===== config.mk =====
export PLATFORM = sky130hd
export DESIGN_NAME = matmul_tile_sequencer
export DESIGN_NICKNAME = d
export VERILOG_FILES = /design/src/rtl/tile_seq_pkg.sv /design/src/rtl/tile_idx_counter.sv /design/src/rtl/matmul_tile_sequencer.sv
export SDC_FILE = /design/constraint.sdc
export NUM_CORES = 1
export LEC_CHECK = 0
export BUFFER_PORTS_ARGS = -buffer_cell sky130_fd_sc_hd__clkbuf_2
export CORE_ASPECT_RATIO = 1.4
export CORE_MARGIN = 2
export CORE_UTILIZATION = 40
export CTS_CLUSTER_SIZE = 40
export DETAILED_ROUTE_END_ITERATION = 7
export PLACE_DENSITY = 0.74
export SETUP_SLACK_MARGIN = 0.05
export SKIP_LAST_GASP = 1
export SLEW_MARGIN = 20
export SYNTH_ARGS = -nofsm -noshare
export SYNTH_HDL_FRONTEND = slang
export SYNTH_HIERARCHICAL = 1
export SYNTH_SLANG_ARGS = --single-unit

===== constraint.sdc =====
create_clock -name clk -period 8.31 [get_ports clk]
set_input_delay 0.831 -clock clk [delete_from_list [all_inputs] [get_ports clk]]
set_output_delay 0.831 -clock clk [all_outputs]
set_load 0.1 [all_outputs]

===== src/rtl/tile_seq_pkg.sv =====
// Shared types and tile-count helpers for the matmul tile sequencer.
package tile_seq_pkg;

    typedef enum logic [2:0] {
        IDLE,
        LOAD,
        RUN,
        DRAIN,
        OUT,
        DONE
    } state_t;

    // Returns 0 for a bad split so a bad configuration is caught at elaboration.
    function automatic int tile_count(input int dim, input int block);
        if (block <= 0 || (dim % block) != 0) return 0;
        return dim / block;
    endfunction

    function automatic int calc_kb(input int inner_dimension, input int block_size);
        return tile_count(inner_dimension, block_size);
    endfunction

    function automatic int calc_rc(input int row_size_mat_a, input int block_size);
        return tile_count(row_size_mat_a, block_size);
    endfunction

    function automatic int calc_cc(input int col_size_mat_b, input int block_size);
        return tile_count(col_size_mat_b, block_size);
    endfunction

endpackage


===== src/rtl/tile_idx_counter.sv =====
// Wrapping tile index counter: counts 0..COUNT-1, clear has priority over increment.
module tile_idx_counter #(
    parameter int W     = 16,
    parameter int COUNT = 1
) (
    input  logic         clk,
    input  logic         rst,
    input  logic         clr,
    input  logic         inc,
    output logic [W-1:0] value,
    output logic         max,
    output logic         wrap
);

    localparam logic [W-1:0] LAST = W'(COUNT - 1);

    assign max  = (value == LAST);
    assign wrap = inc && !clr && max;

    // NOTE: non-blocking assignments so every register updates from pre-edge values.
    always_ff @(posedge clk) begin
        if (rst) begin
            value <= '0;
        end else if (clr) begin
            value <= '0;
        end else if (inc) begin
            value <= max ? '0 : value + W'(1);
        end
    end

endmodule


===== src/rtl/matmul_tile_sequencer.sv =====
// Walks the (r, c, k) tile loops of an A x B product and hands each finished tile downstream.
// Optional stall counter output enabled by defining TILE_SEQ_PERF_CNT_EN.
module matmul_tile_sequencer
    import tile_seq_pkg::*;
#(
    parameter int WIDTH           = 16,
    parameter int CHUNK_SIZE      = 4,
    parameter int BLOCK_SIZE      = 2,
    parameter int INNER_DIMENSION = 8,
    parameter int ROW_SIZE_MAT_A  = 16,
    parameter int COL_SIZE_MAT_B  = 10,
    parameter int ADDR_WIDTH      = 16
) (
    input  logic                          clk,
    input  logic                          rst,
    input  logic                          start,
    output logic                          busy,
    output logic                          done,
    output logic [ADDR_WIDTH-1:0]         addr_a,
    output logic [ADDR_WIDTH-1:0]         addr_b,
    output logic                          core_rst,
    output logic                          core_en,
    output logic                          reset_acc,
    input  logic                          systolic_finish,
    input  logic                          accumulator_done,
    input  logic [WIDTH*CHUNK_SIZE-1:0]   core_out,
    output logic [WIDTH*CHUNK_SIZE-1:0]   out_data,
    output logic                          out_valid,
    output logic [ADDR_WIDTH-1:0]         out_row,
    output logic [ADDR_WIDTH-1:0]         out_col,
    input  logic                          out_ready
`ifdef TILE_SEQ_PERF_CNT_EN
    ,
    output logic [31:0]                   stall_cycles
`endif
);

    localparam int KB = calc_kb(INNER_DIMENSION, BLOCK_SIZE);
    localparam int RC = calc_rc(ROW_SIZE_MAT_A, BLOCK_SIZE);
    localparam int CC = calc_cc(COL_SIZE_MAT_B, BLOCK_SIZE);
    localparam logic [ADDR_WIDTH-1:0] KB_A = ADDR_WIDTH'(KB);

    if (KB == 0) begin : g_bad_kb
        $error("INNER_DIMENSION must be a nonzero multiple of BLOCK_SIZE");
    end
    if (RC == 0) begin : g_bad_rc
        $error("ROW_SIZE_MAT_A must be a nonzero multiple of BLOCK_SIZE");
    end
    if (CC == 0) begin : g_bad_cc
        $error("COL_SIZE_MAT_B must be a nonzero multiple of BLOCK_SIZE");
    end

    state_t                state;
    logic [ADDR_WIDTH-1:0] k, r, c;
    logic                  k_max, r_max, c_max;
    logic                  k_wrap, r_wrap, c_wrap;
    logic                  launch, accept, k_step;
    logic                  unused_status;

    assign launch = (state == IDLE) && start;
    assign accept = (state == OUT) && out_ready;
    assign k_step = (state == RUN) && systolic_finish && !k_max;
    assign unused_status = k_wrap | r_max;

    tile_idx_counter #(.W(ADDR_WIDTH), .COUNT(KB)) u_k_cnt (
        .clk   (clk),
        .rst   (rst),
        .clr   (launch || accept),
        .inc   (k_step),
        .value (k),
        .max   (k_max),
        .wrap  (k_wrap)
    );

    // c is the inner loop; r only advances when c wraps.
    tile_idx_counter #(.W(ADDR_WIDTH), .COUNT(CC)) u_c_cnt (
        .clk   (clk),
        .rst   (rst),
        .clr   (launch),
        .inc   (accept),
        .value (c),
        .max   (c_max),
        .wrap  (c_wrap)
    );

    tile_idx_counter #(.W(ADDR_WIDTH), .COUNT(RC)) u_r_cnt (
        .clk   (clk),
        .rst   (rst),
        .clr   (launch),
        .inc   (accept && c_wrap),
        .value (r),
        .max   (r_max),
        .wrap  (r_wrap)
    );

    always_ff @(posedge clk) begin
        if (rst) begin
            state     <= IDLE;
            busy      <= 1'b0;
            done      <= 1'b0;
            addr_a    <= '0;
            addr_b    <= '0;
            core_rst  <= 1'b0;
            core_en   <= 1'b0;
            reset_acc <= 1'b0;
            out_valid <= 1'b0;
            out_data  <= '0;
            out_row   <= '0;
            out_col   <= '0;
        end else begin
            // NOTE: single-cycle strobes default low here; states below only raise them.
            done      <= 1'b0;
            core_rst  <= 1'b0;
            reset_acc <= 1'b0;
            case (state)
                IDLE: begin
                    if (start) begin
                        busy      <= 1'b1;
                        addr_a    <= '0;
                        addr_b    <= '0;
                        core_rst  <= 1'b1;
                        reset_acc <= 1'b1;
                        state     <= LOAD;
                    end
                end
                LOAD: begin
                    core_en <= 1'b1;
                    state   <= RUN;
                end
                RUN: begin
                    if (systolic_finish) begin
                        core_en <= 1'b0;
                        if (!k_max) begin
                            addr_a   <= addr_a + ADDR_WIDTH'(1);
                            addr_b   <= addr_b + ADDR_WIDTH'(1);
                            core_rst <= 1'b1;
                            state    <= LOAD;
                        end else if (accumulator_done) begin
                            out_valid <= 1'b1;
                            out_data  <= core_out;
                            out_row   <= r;
                            out_col   <= c;
                            state     <= OUT;
                        end else begin
                            state <= DRAIN;
                        end
                    end
                end
                DRAIN: begin
                    if (accumulator_done) begin
                        out_valid <= 1'b1;
                        out_data  <= core_out;
                        out_row   <= r;
                        out_col   <= c;
                        state     <= OUT;
                    end
                end
                OUT: begin
                    if (out_ready) begin
                        out_valid <= 1'b0;
                        if (r_wrap) begin
                            busy  <= 1'b0;
                            done  <= 1'b1;
                            state <= DONE;
                        end else begin
                            core_rst  <= 1'b1;
                            reset_acc <= 1'b1;
                            state     <= LOAD;
                            if (c_max) begin
                                addr_a <= KB_A * (r + ADDR_WIDTH'(1));
                                addr_b <= '0;
                            end else begin
                                addr_a <= KB_A * r;
                                addr_b <= KB_A * (c + ADDR_WIDTH'(1));
                            end
                        end
                    end
                end
                DONE: begin
                    state <= IDLE;
                end
                default: begin
                    state <= IDLE;
                end
            endcase
        end
    end

`ifdef TILE_SEQ_PERF_CNT_EN
    always_ff @(posedge clk) begin
        if (rst || launch) begin
            stall_cycles <= '0;
        end else if ((state == OUT) && !out_ready && (stall_cycles != '1)) begin
            stall_cycles <= stall_cycles + 32'd1;
        end
    end
`endif

endmodule


==> insert_results.sql <==
INSERT INTO impl_metrics (metric_group, metric, value, unit) VALUES
('floorplan', 'placementRows', '63', ''),
('synthesis', 'syn-cell-area', '8550', 'um2'),
('worst_setup_path', 'cpMostUsedCell', 'sky130_fd_sc_hd__and3b_1', ''),
('grt', 'global_route.usage.total', '19.2', '%'),
('power', 'irDropWorstVdd', '0.142', 'mV'),
('place', 'finalWeightedCongestion', '0.853', ''),
('worst_setup_path', 'timing.critical_path.arrival', '4.63', 'ns'),
('grt', 'first_global_vias', '7202', ''),
('cells_and_area', 'filler_cell_count', '2050', ''),
('worst_setup_path', 'crit_slowest_cell', 'sky130_fd_sc_hd__nor4b_1', ''),
('floorplan', 'vertical_die_dimension', '177', 'um'),
('detailed_routing', 'route.vias.total', '8051', ''),
('clocking', 'clock_tree.root_cell', 'sky130_fd_sc_hd__clkbuf_16', ''),
('grt', 'grt_pass1_wl', '35300', 'um'),
('place', 'dpl.hpwl', '15900', 'um'),
('floorplan', 'floorplan.initialDensity', '40.5', '%'),
('cells_and_area', 'final_cell_mix', 'sky130_fd_sc_hd__nand2_1 (242), sky130_fd_sc_hd__clkbuf_2 (202), sky130_fd_sc_hd__dfxtp_1 (185)', ''),
('clocking', 'total_clock_buffers_created_by_cts', '17', ''),
('timing', 'worstMarginPinSlew', '0.947', 'ns'),
('timing', 'finalWorstPathRequiredPeriod', '4.30', 'ns'),
('detailed_routing', 'post-route-drc-count', '0', ''),
('job', 'maxCapViolations', '0', ''),
('power', 'switching_share', '29.9', '%'),
('worst_setup_path', 'crit_path_kind', 'reg -> reg', ''),
('cells_and_area', 'post_route_cells_drive_above_1_share', '21.3', '%'),
('worst_setup_path', 'cpLargestDelayFamily', 'simple AND/OR/NAND/NOR gates', ''),
('floorplan', 'top_level_ports', '204', ''),
('timing', 'finalCritPeriodShare', '51.7', '%'),
('power', 'power.density', '194', 'nW/um2'),
('clocking', 'cts_tree', 'built', ''),
('clocking', 'worstSkewPairLatency', '0.43', 'ns'),
('clocking', 'cts_repair_resize_count', '0', ''),
('place', 'port-buffer-count', '203', ''),
('detailed_routing', 'dr.pass1.iters', '6', ''),
('synthesis', 'synthCells', '1066', ''),
('timing', 'timing.setup.tns', '0', 'ns'),
('clocking', 'cts_max_level', '4', ''),
('power', 'power.internal', '0.00139', 'W'),
('power', 'power.switching', '0.000594', 'W'),
('timing', 'max-slew-margin-rel', '36.0', '%'),
('synthesis', 'synth.net_count', '1144', ''),
('timing', 'finalSetupViolations', '0', ''),
('worst_setup_path', 'critical_path.cell_chain', 'nor4b_1 -> and3b_1 -> and3_1 -> and3b_1 -> nor2_1 -> o21ba_2 -> and2_1 -> nand2b_1 -> o32ai_1', ''),
('timing', 'top_achievable_clock_speed', '233', 'MHz'),
('cells_and_area', 'leading_cell_type_in_the_layout_fill_and_taps_excluded', 'sky130_fd_sc_hd__nand2_1', ''),
('clocking', 'clk_transition_reported_paths', '0.07', 'ns'),
('timing', 'final.setup_skew', '0.0159', 'ns'),
('detailed_routing', 'average_wire_per_standard_cell', '15.2', 'um'),
('detailed_routing', 'detail_route.vias_per_cell', '5.36', ''),
('worst_setup_path', 'worst-endpoint-required', '8.64', 'ns'),
('clocking', 'clk_path_buf_depth', '2', ''),
('grt', 'grt_antenna_before_repair', '0', ''),
('timing', 'drv_slew', '0', ''),
('clocking', 'number_of_clock_sinks', '185', ''),
('grt', 'grt-ovfl-total', '0', ''),
('cells_and_area', 'flow.area_growth_from_synthesis', '19.6', '%'),
('run_status', 'outcome', 'completed', ''),
('worst_setup_path', 'critical_path.max_stage_delay', '0.90', 'ns'),
('grt', 'largest_net_degree_at_the_start_of_global_routing', '98', ''),
('clocking', 'post_cts_hold_buffer_count', '0', ''),
('worst_setup_path', 'worst_setup_path_start_kind', 'register', ''),
('floorplan', 'die-width', '128', 'um'),
('synthesis', 'synth.yosys.warnings', '6', ''),
('timing', 'unrepaired_setup_endpoints_after_global_routing', 'no', ''),
('power', 'share_clk_of_total_power', '41.2', '%'),
('cells_and_area', 'antenna_cells_inserted', '0', ''),
('floorplan', 'core_area', '21100', 'um2'),
('detailed_routing', 'detail_route.iter0.violations', '597', ''),
('power', 'total_power', '0.00199', 'W'),
('worst_setup_path', 'timing.critical_path.buf_inv', '0', ''),
('cells_and_area', 'final_net_count', '1308', '');
state kept, by name, indices dropped and copies added (netlist names):
name and cells:
reset_acc 1, core_en 1, addr_b 16, u_r_cnt/value 16, out_row 16, core_rst 1, u_k_cnt/value 16, addr_a 16
done 1, out_col 16, u_c_cnt/value 16, out_valid 1, state 3, out_data 64, busy 1
worst reg2reg max path: cells and delay by family (launching register included):
family          cells  cell delay, ns
compound gates      2            0.57
flops               1            0.51
simple gates        7            3.11
worst paths after layout:
check,start,to,slack (ns),depth (start not counted)
setup / recovery,state[0],addr_b[15],4.01,9
hold / removal,out_data[6],out_data[6],0.45,2
setup reg to reg,state[0],addr_b[15],4.01,9
hold reg to reg,out_data[6],out_data[6],0.45,2
power groups by stage:
stage	registers, W	clock network [W]	logic [W]
2_1_floorplan	0.00100	0	0.000134
3_3_place_gp	0.000940	0	0.000246
3_5_place_dp	0.000941	0	0.000247
4_1_cts	0.000920	0.000837	0.000247
5_1_grt	0.000922	0.000873	0.000266
6_report	0.000920	0.000818	0.000249
metrics by stage:
stage	instance area, um2	utilization, %	std cells	hold WS [ns]	worst slack (ns)
global placement	9600	45.5	1470	0.441	3.94
detailed placement	9600	45.5	1470	0.445	3.80
global route	10200	48.4	1502	0.471	3.72
CTS	10200	48.3	1501	0.455	4.09
finish	10200	48.4	1502	0.454	4.01
floorplan	8550	-	1066	0.458	5.16
cell type report:
class | count | area, um2 | share of cell area (%)
flip-flops and latches | 185 | 3700 | 36.2
clock buffers | 17 | 425 | 4.16
well taps | 260 | 325 | 3.18
inverters | 23 | 86.3 | 0.844
repair buffers | 208 | 1080 | 10.5
multi-input cells | 795 | 4440 | 43.4
clock inverters | 14 | 179 | 1.75
metal layers:
| layer | track usage (%) | wire (um) | vias up |
|---|---|---|---|
| met5 | 0 | 0 | - |
| met4 | 9.34 | 936 | 0 |
| met3 | 4.05 | 1050 | 63 |
| met2 | 34.6 | 11800 | 262 |
| met1 | 21.3 | 9000 | 3700 |
| li1 | - | - | 4026 |
Note: power is estimated with default switching activity, not from simulation.
